`config.mk`:
```
export PLATFORM = sky130hd
export DESIGN_NAME = mult_arb_2p
export DESIGN_NICKNAME = d
export VERILOG_FILES = /design/src/rtl/mult_arb_2p.sv
export SDC_FILE = /design/constraint.sdc
export NUM_CORES = 1
export LEC_CHECK = 0
export ABC_AREA = 1
export BUFFER_PORTS_ARGS = -buffer_cell sky130_fd_sc_hd__buf_2
export CELL_PAD_IN_SITES_DETAIL_PLACEMENT = 0
export CELL_PAD_IN_SITES_GLOBAL_PLACEMENT = 1
export CORE_MARGIN = 4
export CORE_UTILIZATION = 36
export CTS_CLUSTER_DIAMETER = 40
export DETAILED_ROUTE_END_ITERATION = 10
export GPL_TIMING_DRIVEN = 0
export PLACE_DENSITY = 0.82
export RECOVER_POWER = 100
export REMOVE_ABC_BUFFERS = 1
export SYNTH_ARGS = -nofsm -noshare
export SYNTH_HDL_FRONTEND = slang
export SYNTH_SLANG_ARGS = --single-unit
```
`constraint.sdc`:
```
create_clock -name Clk -period 4.5 [get_ports Clk]
set_clock_uncertainty 0.05 [all_clocks]
set_input_delay 0.675 -clock Clk [delete_from_list [all_inputs] [get_ports Clk]]
set_output_delay 0.675 -clock Clk [all_outputs]
set_load 0.05 [all_outputs]
```
`src/rtl/mult_arb_2p.sv`:
```
// Two-port arbiter in front of one shared 4x4 unsigned array multiplier (IDLE -> CALC -> RESP).
// Optional per-port grant counters are compiled in when MULT_ARB_CNT_EN is defined.

module arr_multiplier_4b (
    input  logic       Reset,
    input  logic [3:0] A,
    input  logic [3:0] B,
    output logic [7:0] P
);
    logic [7:0] acc;

    // Shift-and-add partial products; Reset low forces the product to zero.
    always_comb begin
        acc = '0;
        for (int i = 0; i < 4; i++) begin
            if (B[i]) acc = acc + ({4'b0000, A} << i);
        end
        P = Reset ? acc : 8'd0;
    end
endmodule

module mult_arb_2p #(
    parameter int PRIO_INIT = 0
) (
    input  logic       Clk,
    input  logic       Reset,
    input  logic       P0_Valid,
    input  logic       P1_Valid,
    output logic       P0_Ready,
    output logic       P1_Ready,
    input  logic [3:0] P0_InA,
    input  logic [3:0] P1_InA,
    input  logic [3:0] P0_InB,
    input  logic [3:0] P1_InB,
    output logic       P0_RespValid,
    output logic       P1_RespValid,
    input  logic       P0_RespReady,
    input  logic       P1_RespReady,
    output logic [7:0] P0_Out,
    output logic [7:0] P1_Out,
    output logic       Busy
`ifdef MULT_ARB_CNT_EN
    ,
    output logic [7:0] P0_GrantCnt,
    output logic [7:0] P1_GrantCnt
`endif
);
    typedef enum logic [1:0] {IDLE, CALC, RESP} state_t;

    state_t     state, state_nxt;
    logic       last_srv;
    logic       gnt_sel;
    logic       accept;
    logic       resp_done;
    logic [3:0] op_a_p0, op_b_p0;
    logic       gnt_p0;
    logic [7:0] res_p1;
    logic [7:0] mult_p;

    arr_multiplier_4b u_mult (
        .Reset (1'b1),
        .A     (op_a_p0),
        .B     (op_b_p0),
        .P     (mult_p)
    );

    always_comb begin
        state_nxt = state;
        gnt_sel   = 1'b0;
        accept    = 1'b0;
        resp_done = 1'b0;
        P0_Ready  = 1'b0;
        P1_Ready  = 1'b0;
        case (state)
            IDLE: begin
                // A tie goes to the port that was not served last.
                if (P0_Valid && P1_Valid) gnt_sel = ~last_srv;
                else                      gnt_sel = P1_Valid;
                accept   = (P0_Valid || P1_Valid) && !Reset;
                P0_Ready = accept && !gnt_sel;
                P1_Ready = accept && gnt_sel;
                if (accept) state_nxt = CALC;
            end
            CALC: state_nxt = RESP;
            RESP: begin
                resp_done = gnt_p0 ? P1_RespReady : P0_RespReady;
                if (resp_done) state_nxt = IDLE;
            end
            default: state_nxt = IDLE;
        endcase
    end

    assign P0_RespValid = (state == RESP) && !gnt_p0;
    assign P1_RespValid = (state == RESP) && gnt_p0;
    assign P0_Out       = P0_RespValid ? res_p1 : 8'd0;
    assign P1_Out       = P1_RespValid ? res_p1 : 8'd0;
    assign Busy         = (state != IDLE);

    always_ff @(posedge Clk) begin
        if (Reset) begin
            state    <= IDLE;
            last_srv <= (PRIO_INIT != 0) ? 1'b0 : 1'b1;
        end else begin
            state <= state_nxt;
            if (state == RESP && resp_done) last_srv <= gnt_p0;
        end
    end

    // Stage p0: operand capture on acceptance; stage p1: product capture in CALC.
    always_ff @(posedge Clk) begin
        if (Reset) begin
            op_a_p0 <= '0;
            op_b_p0 <= '0;
            gnt_p0  <= 1'b0;
            res_p1  <= '0;
        end else begin
            if (accept) begin
                op_a_p0 <= gnt_sel ? P1_InA : P0_InA;
                op_b_p0 <= gnt_sel ? P1_InB : P0_InB;
                gnt_p0  <= gnt_sel;
            end
            if (state == CALC) res_p1 <= mult_p;
        end
    end

`ifdef MULT_ARB_CNT_EN
    always_ff @(posedge Clk) begin
        if (Reset) begin
            P0_GrantCnt <= '0;
            P1_GrantCnt <= '0;
        end else begin
            if (P0_Ready && P0_GrantCnt != 8'hFF) P0_GrantCnt <= P0_GrantCnt + 8'd1;
            if (P1_Ready && P1_GrantCnt != 8'hFF) P1_GrantCnt <= P1_GrantCnt + 8'd1;
        end
    end
`endif
endmodule
```
==> impl_metrics.yaml <==
clock_network:
  tritoncts: "done"
  worst_setup_hold_path_clk_slew_ns: 0.08
  clock_insertion_delay_at_the_later_pin_of_the_skew_report_ns: 0.26
  post_cts_resize_count: 0
  ctsHtreeMaxLevel: 1
  post_cts_buffers: 0
  clockRootBuffer: "sky130_fd_sc_hd__clkbuf_8"
  tritoncts.num_buffers: 3
  clockBufferDepth: 2
  cts-hold-fix-buffers: 0
  tritoncts_num_sinks: 20
finish:
  mostFrequentLayoutCell: "sky130_fd_sc_hd__nand2_1"
  layout.cells.non_filler: 324
  layout-drive-gt1-share_pct: 14.6
  antenna-diode-count: 0
  num-nets-final: 311
  layout.cells.most_common_list: "45 x sky130_fd_sc_hd__nand2_1, 37 x sky130_fd_sc_hd__nor2_1, 33 x sky130_fd_sc_hd__inv_1"
  nFillCells: 466
  area.growth.synth_to_final_pct: 16.4
power:
  leakage_component_of_the_power_uw: 0.000850
  p_clk_share_pct: 36.0
  power.switching_fraction_pct: 30.1
  p_comb_share_pct: 22.3
  power.ir.vdd_worst_v: 0.000168
  powerDensity_nw_per_um2: 271
  p_seq_share_pct: 41.7
  power_switching_uw: 149
  p_int_uw: 345
global_routing:
  grt_overflow_total: 0
  gr-usage-all-layers_pct: 13.3
  grt_first_pass_wirelength_um: 5880
  grt_max_degree: 21
  antenna_found_initial: 0
  number_of_global_route_vias_before_repair: 1378
timing:
  finalCritPeriodShare_pct: 84.5
  grt_setup_unrepaired: "no"
  max_freq_mhz: 263
  timing.max_slew.rel_slack_pct: 30.5
  final-max-slew-violation-count: 0
  layout_min_cycle_time_ns: 3.80
  timing_worst_slew_pin_value_ns: 1.04
  final-setup-viol-count: 0
  finalHoldViolations: 0
  totalNegativeSetupSlack_ns: 0
worst_setup_path:
  crit_buf_inv: 3
  worstPathArrival_ns: 3.86
  setup.worst_path.start_class: "flop"
  worstPathCellList: "nand2_1 > inv_1 > ha_1 > inv_1 > fa_1 > o21ai_0 > ha_1 > inv_1 > fa_1 > nand2_1 > and2_0 > ha_1 > fa_1 > a21oi_1 > nor2_1 > o211ai_1 > a21oi_1"
  cp_data_required_time_ns: 4.56
  path_max_fanout: 7
  regToRegSetupSlack_ns: 0.70
  timing.critical_path.max_delay_family: "adder cells"
  endpoint_kind: "flop"
  crit_path_max_incr_delay_ns: 0.49
  critPathSlowestCell: "sky130_fd_sc_hd__dfxtp_1"
  start_to_end_type_of_the_worst_setup_path: "flop to flop"
synthesis:
  yosysSeqAreaShare_pct: 25.6
  synth.cell_area_um2: 1570
  synth_cells: 235
  synth-xor-area-share_pct: 1.12
  synth_top_family_by_area: "simple AND/OR/NAND/NOR gates"
  synth_compound_area_share_pct: 16.5
  synth.yosys.warnings: 0
  synth.avg_cell_area_um2: 6.66
  synth_cell_type_count: 31
  yosys_register_bits: 20
  proportion_of_synthesized_area_in_mux_cells_pct: 0
  synth-adder-area-share_pct: 12.6
  synth_simple_gate_area_share_pct: 32.1
routing:
  vias: 1505
  drt-wirelength-per-cell_um: 10.5
  detail_route.vias_per_cell: 4.65
  remaining_drc_errors: 0
  drt_first_pass_iters: 4
  final_antenna_violating_net_count: 0
  drt_iter0_drc: 49
  drt_wl_total_um: 3420
placement:
  number_of_input_and_output_port_buffers_inserted: 42
  dpl.hpwl_um: 2750
  gp_congestion: 0.881
  placed_cells: 320
floorplan:
  core_region_area_um2: 4120
  design.portCount: 43
  chipWidth_um: 73.9
  rows: 23
  start_util_pct: 38.0
  dieArea_um2: 5470
  die_boundary_height_um: 73.9
min_path:
  timing.hold.worst.class: "flop to flop"
job:
  timing.max_cap.violations: 0
run_status:
  run_status: "finished clean"
## registers in the layout (all words and copies together) (netlist names)
signal and cells:
state 2, gnt_p0 1, op_a_p0 4, res_p1 8, last_srv 1, op_b_p0 4
## stage by stage
| step | util [%] | worst slack [ns] | power (uW) | instance area [um2] | hold slack, ns |
|---|---|---|---|---|---|
| after floorplan | - | 1.10 | 291 | 1520 | 0.389 |
| after global placement | 43.5 | 0.811 | 325 | 1790 | 0.406 |
| after detailed placement | 43.5 | 0.805 | 327 | 1790 | 0.410 |
| after CTS | 45.2 | 0.809 | 505 | 1860 | 0.422 |
| after global routing | 44.3 | 0.455 | 526 | 1820 | 0.445 |
| final | 44.3 | 0.696 | 494 | 1820 | 0.420 |
## cell families (layout without fill, tap and decap cells)
logic type	count (synthesis)	count (layout)
and+or+nand+nor	113	113
buffers and inverters	44	83
AOI/OAI and AO/OA	42	42
DFF	20	20
adders and majority gates	14	14
xor gates and xnor gates	2	2
## cells in the mapped netlist (all sizes together)
master	count	share of area [%]
o21ai	13	4.6
buf	7	3.1
nor2	41	12
xor2	2	1.1
fa	3	3.8
a221oi	2	1.5
nand2	47	12
nand3	21	7.0
dfxtp	20	26
a221o	1	0.64
o211ai	2	0.96
a21oi	21	7.0
inv	37	9.0
a21boi	1	0.48
and2	1	0.40
nand3b	3	1.4
a211oi	2	1.3
ha	11	8.8
## layout make-up
type                            count  area [um2]  area share, %
Sequential cell                    20         400           22.0
Tap cell                           50        62.6           3.43
Inverter                           37         140           7.69
Timing Repair Buffer               42         184           10.1
Clock buffer                        3        41.3           2.27
Multi-Input combinational cell    171         963           52.9
Clock inverter                      1        30.0           1.65
## worst register-to-register path: cells and delay by family (launching register included)
| kind | cells | cell delay [ns] |
|---|---|---|
| buffers and inverters | 3 | 0.19 |
| flip-flops | 1 | 0.49 |
| AO/OA/AOI/OAI | 4 | 0.64 |
| adder cells (fa/ha/maj) | 6 | 1.90 |
| AND/OR/NAND/NOR | 4 | 0.40 |
## power by group through the flow
| stage | clock, uW | combinational, uW | sequential, uW |
|---|---|---|---|
| final | 178 | 110 | 206 |
| after global routing | 190 | 127 | 208 |
| after CTS | 182 | 117 | 206 |
| after detailed placement | 0 | 117 | 210 |
| after global placement | 0 | 115 | 210 |
| after floorplan | 0 | 86.1 | 205 |
## path summary, 6_finish.rpt
kind                    from   endpoint  depth (start not counted)
setup / recovery  op_a_p0[1]  res_p1[7]                         17
hold reg to reg    res_p1[6]  res_p1[6]                          2
setup reg to reg  op_a_p0[1]  res_p1[7]                         17
hold / removal     res_p1[6]  res_p1[6]                          2
## layer usage
metal	global-route usage, %	wire length, um
met3	2.03	156
met2	22.3	1560
met1	18.3	1670
met5	0	0
met4	2.41	25
Power figures use the tool's default switching activity.
